[src/rtl/hash_msg_loader.sv]
// hash_msg_loader: byte-stream front end for the Ascon Hash core.
// Packs message words MSB-first, sequences the core's reset/start,
// and hands the captured digest downstream under a valid/ack handshake.
module hash_msg_loader #(
    parameter int y = 40,
    parameter int l = 256,
    parameter int W = 8
) (
    input  logic         clk,
    input  logic         rst,
    input  logic [W-1:0] in_data,
    input  logic         in_valid,
    output logic         in_ready,
    output logic [y-1:0] msg_out,
    output logic         core_rst,
    output logic         core_start,
    input  logic         core_ready,
    input  logic [l-1:0] core_hash,
    output logic [l-1:0] hash_out,
    output logic         hash_valid,
    input  logic         hash_ack
);

    localparam int NW = y / W;
    localparam int CW = (NW > 1) ? $clog2(NW) : 1;
    localparam logic [CW-1:0] LAST_WORD = CW'(NW - 1);

    // A message that is not a whole number of words cannot be packed.
    generate
        if ((y % W) != 0 || y < W) begin : g_bad_width
            $error("hash_msg_loader: y must be a non-zero multiple of W");
        end
    endgenerate

    typedef enum logic [2:0] {
        LOAD,
        CLEAR,
        START,
        BUSY,
        DONE
    } state_t;

    state_t        state;
    logic [CW-1:0] word_cnt;
    logic [y-1:0]  shifted;

    // Next message value after shifting one word in at the LSB end; a
    // single-word message simply takes the word.
    generate
        if (NW == 1) begin : g_one_word
            assign shifted = in_data;
        end else begin : g_multi_word
            assign shifted = {msg_out[y-W-1:0], in_data};
        end
    endgenerate

    // Main sequencer: load words, clear and start the core, capture the digest.
    always_ff @(posedge clk) begin
        if (rst) begin
            state      <= LOAD;
            word_cnt   <= '0;
            msg_out    <= '0;
            hash_out   <= '0;
            hash_valid <= 1'b0;
            core_start <= 1'b0;
        end else begin
            core_start <= 1'b0;
            case (state)
                LOAD: begin
                    if (in_valid) begin
                        msg_out <= shifted;
                        if (word_cnt == LAST_WORD) begin
                            word_cnt <= '0;
                            state    <= CLEAR;
                        end else begin
                            word_cnt <= word_cnt + 1'b1;
                        end
                    end
                end
                CLEAR: begin
                    core_start <= 1'b1;
                    state      <= START;
                end
                START: begin
                    state <= BUSY;
                end
                BUSY: begin
                    if (core_ready) begin
                        hash_out   <= core_hash;
                        hash_valid <= 1'b1;
                        state      <= DONE;
                    end
                end
                DONE: begin
                    if (hash_ack) begin
                        hash_valid <= 1'b0;
                        state      <= LOAD;
                    end
                end
                default: begin
                    state <= LOAD;
                end
            endcase
        end
    end

    // Ready and the core reset are pure state decodes; core_rst also follows
    // the system reset so the sticky core ready drops immediately.
    assign in_ready = (state == LOAD);
    assign core_rst = rst | (state == CLEAR);

endmodule

[config.mk]
export PLATFORM = sky130hd
export DESIGN_NAME = hash_msg_loader
export DESIGN_NICKNAME = d
export VERILOG_FILES = /design/src/rtl/hash_msg_loader.sv
export SDC_FILE = /design/constraint.sdc
export NUM_CORES = 1
export LEC_CHECK = 0
export BUFFER_PORTS_ARGS = -buffer_cell sky130_fd_sc_hd__buf_4
export CAP_MARGIN = 10
export CELL_PAD_IN_SITES_DETAIL_PLACEMENT = 0
export CELL_PAD_IN_SITES_GLOBAL_PLACEMENT = 1
export CORE_AREA = 8 8 217 219
export CTS_CLUSTER_DIAMETER = 80
export DETAILED_ROUTE_END_ITERATION = 8
export DIE_AREA = 0 0 225 227
export PLACE_DENSITY_LB_ADDON = 0.15
export SLEW_MARGIN = 25
export SYNTH_ARGS = -nofsm -noshare
export SYNTH_HDL_FRONTEND = slang
export SYNTH_SLANG_ARGS = --single-unit
[constraint.sdc]
create_clock -name clk -period 3.4 [get_ports clk]
set_input_delay 0.34 -clock clk [delete_from_list [all_inputs] [get_ports clk]]
set_output_delay 0.34 -clock clk [all_outputs]
set_load 0.02 [all_outputs]
==> out/results.env <==
STATUS='completed'
DIEHEIGHT_UM=227
VDD_DROP_MAX_V=0.0003511
ANTENNA_FOUND_INITIAL=3
NUM_ROWS=77
DRT.ANTENNA.VIOLATING_NETS=0
CLOCK_SINKS=304
DRT_PASS1_ITERATIONS=5
POWER.DENSITY_CELL_AREA_nW_PER_UM2=505.9
SYN_AVG_CELL_AREA_UM2=7.949
WORST_HOLD_PATH.ENDPOINT='hash_out[151]'
WORST-SETUP-PATH-TYPE='flip-flop to primary output'
ENDPOINT_KIND='primary output'
ROUTED_WIRELENGTH_NORMALIZED_BY_INSTANCE_COUNT_UM=18.88
SYNTH_WARNINGS=0
CLKSLEWWORSTSETUPHOLDPATHS_PS=60
FINAL_NETS=2121
DISTINCT_CELL_TYPE_COUNT_OF_THE_SYNTHESIZED_NETLIST=24
DRT_ITER0_MARKERS=602
POST_SYNTH_INST_COUNT=1331
FF2FF_PATH_DEPTH=4
TOTALWIRELENGTH_UM=46710
MIN-DELAY-START='core_hash[151]'
TIMING.MAX_CAP.VIOLATIONS=0
SETUP_TOTAL_NEGATIVE_SLACK_PS=0
GLOBAL_ROUTE.OVERFLOW_TOTAL=0
CLOCK_POWER_SHARE_PCT=49.7
MAXIMUM_NUMBER_OF_PINS_ON_ONE_NET_BEFORE_GLOBAL_ROUTE_REPAIR=148
BUFFER_PORTS.INSERTED=568
GLOBAL_ROUTE_WIRE_LENGTH_BEFORE_REPAIR_UM=66900
LAYOUT.CELL_AREA.NON_FILLER_UM2=16540
CRITPATHLAUNCHTYPE='flip-flop'
FLOORPLAN.INITIALDENSITY_PCT=24.24
YOSYSSEQAREASHARE_PCT=57.52
INTPOWER_mW=6.473
CELLLEAKAGEPOWER_nW=6.774
GR-USAGE-MET1_PCT=19.21
RR_STARTPOINT='state[2]'
SWITCHING_SHARE_PCT=22.67
FINAL_WORST_PATH_CYCLE_SHARE_PCT=60.03
FINAL-HOLD-VIOLATION-COUNT=0
SYNTHESIS_TO_LAYOUT_AREA_GROWTH_PCT=56.36
HOLD_CLASS='input pin to flip-flop'
GP_CONGESTION=0.7925
CRITICAL_PATH_ARRIVAL_PS=1700
SLEW_VIOL_FINAL=0
UNREPAIRED_SETUP_ENDPOINTS_AFTER_GLOBAL_ROUTING='no'
MAX-SLEW-MARGIN-REL_PCT=48.76
TIMING.FINAL.SETUP_VIOLATIONS=0
OVERALL_DIE_AREA_UM2=51080
YS_FF_LATCH=304
FINISH.UTILIZATION_PCT=37.91
WORST_CLOCK_SKEW_PS=13.13
DETAILED_PLACE.AREA_UM2=15210
NET-SWITCHING-POWER_mW=1.897
NUMBER_OF_GATES_RESIZED_AFTER_CTS=0
CTS_TREE='yes'
ROUTE.DETAILED.VIAS_PER_INST=4.254
POST_DP_HPWL_UM=33920
WORST_EP_REQUIRED_TIME_PS=3060
IOPINCOUNT=569
DRIVE_ABOVE_1_SHARE_PCT=34.04
CTS-BUFFERS-INSERTED=38
RR_ENDPOINT='hash_out[102]'
GR-USAGE-MET2_PCT=28.35
NUM_VIAS=10524
CHIP_WIDTH_UM=225
SEQPWRFRAC_PCT=43.4
FINAL_PERIOD_MINUS_WORST_SETUP_SLACK_PS=2041
SYN-NUM-NETS=1602
WORST_HOLD_SLACK_PS=38.20
NETLIST_AREA_UM2=10580
COMBINATIONALPOWERSHARE_PCT=6.8
GLOBAL_ROUTE.PEAK_USAGE_LAYER='met2'
MAX_SLEW.WORST_PIN.SLEW_PS=768.6
GRT_PASS1_VIAS=10337
GRT_UTIL_MET3_PCT=8.528
FMAXACHIEVABLE_MHz=490.0
CLOCKBUFFERDEPTH=3
GR-USAGE-ALL-LAYERS_PCT=17.09
DESIGN_POWER_TOTAL_mW=8.370
WORST_HOLD_PATH.NUM_CELLS=3
CTS-ROOT-BUF='clkbuf_16'
PLACEABLECOREAREA_UM2=43640
POST-ROUTE-DRC-COUNT=0
H-TREE-DEPTH=2
TIMING.REG2REG.SETUP_SLACK_PS=1570
CRIT_PATH_MAX_FANOUT=11
CLKLATENCYLATEPIN_PS=550
power groups by stage:
stage                     sequential, mW  combinational, mW  clock, mW
after detailed placement            3.71              0.581          0
after global placement              3.71              0.580          0
after global routing                3.64              0.623       4.47
final                               3.63              0.573       4.16
after CTS                           3.63              0.585       4.32
after floorplan                     3.73              0.215          0
cell type report:
cell class / count / area (µm²)
Fill cell: 4659 / 27100
Sequential cell: 304 / 6086
Timing Repair Buffer: 582 / 4472
Multi-Input combinational cell: 921 / 3935
Clock buffer: 61 / 1171
Tap cell: 592 / 740.7
Clock inverter: 9 / 122.6
Inverter: 3 / 11.26
Antenna cell: 2 / 5.005
critical path, cell delays in order (launching register included):
cell,delay [ps]
dfxtp_1,550
nor3b_1,310
or2_2,160
buf_4,140
cells by family after synthesis:
kind of cell | count (synthesis) | synth area share (%)
DFF | 304 | 57.52
adders and majority gates | 2 | 0.2365
and+or+nand+nor | 614 | 22.40
AOI/OAI and AO/OA | 305 | 14.52
buffers and inverters | 106 | 5.322
how the worst max path moves through the flow:
stage	endpoint	slack (ps)	startpoint	cells past startpoint
2_1_floorplan	msg_out[4]	1950	state[2]	6
3_3_place_gp	hash_out[150]	1610	state[2]	4
3_5_place_dp	hash_out[7]	1560	state[0]	4
4_1_cts	core_rst	1300	state[0]	3
5_1_grt	core_rst	1260	state[0]	3
6_report	core_rst	1360	state[0]	3
flip-flops by register name (all words and copies together) (netlist names):
register	cells
state	3
word_cnt	3
hash_valid	1
hash_out	256
msg_out	40
core_start	1
layer usage:
| metal | share of wire (%) | wire [µm] |
|---|---|---|
| met5 | 0.028 | 13 |
| met1 | 38 | 17820 |
| met2 | 48 | 22580 |
| met3 | 11 | 5302 |
| met4 | 2.1 | 985 |
Yosys cell counts:
library cell | instances | area share, %
a311oi_1 | 1 | 0.083
nor4b_4 | 1 | 0.22
nand4b_1 | 2 | 0.17
buf_2 | 30 | 1.4
nor3b_1 | 1 | 0.071
buf_4 | 22 | 1.6
nand3_1 | 3 | 0.14
o41ai_1 | 1 | 0.083
clkbuf_1 | 45 | 1.6
ha_1 | 2 | 0.24
buf_6 | 6 | 0.64
or2_2 | 1 | 0.059
nor3_1 | 3 | 0.14
and2_1 | 1 | 0.059
o21ai_0 | 2 | 0.095
nand2_1 | 595 | 21
and4b_1 | 1 | 0.095
a31oi_1 | 2 | 0.12
a21oi_1 | 299 | 14
nor2b_1 | 1 | 0.059
or4b_4 | 1 | 0.13
dfxtp_1 | 304 | 58
nor2_1 | 4 | 0.14
inv_1 | 3 | 0.11
cell usage in the layout, fill, tap and decap left out, types with 4 or more instances in the layout:
cell type | netlist | layout
nand2_1 | 595 | 595
clkinv_2 | 0 | 5
buf_4 | 22 | 571
clkbuf_1 | 45 | 13
dfxtp_1 | 304 | 304
a21oi_1 | 299 | 299
clkbuf_8 | 0 | 7
clkbuf_16 | 0 | 41
nor2_1 | 4 | 4
buf_12 | 0 | 7
what timing repair did:
action / 4_1_cts / 5_1_grt
hold buffers: 3 / 0
setup buffers: 0 / 0
hold endpoints to repair: 3 / 0
metrics by stage:
stage                     cells  setup WS [ps]
after global routing       2474           1256
after floorplan            1331           1955
final                      2474           1359
after detailed placement   2399           1561
after global placement     2399           1608
after CTS                  2472           1298
(Power assumes the default switching activity.)
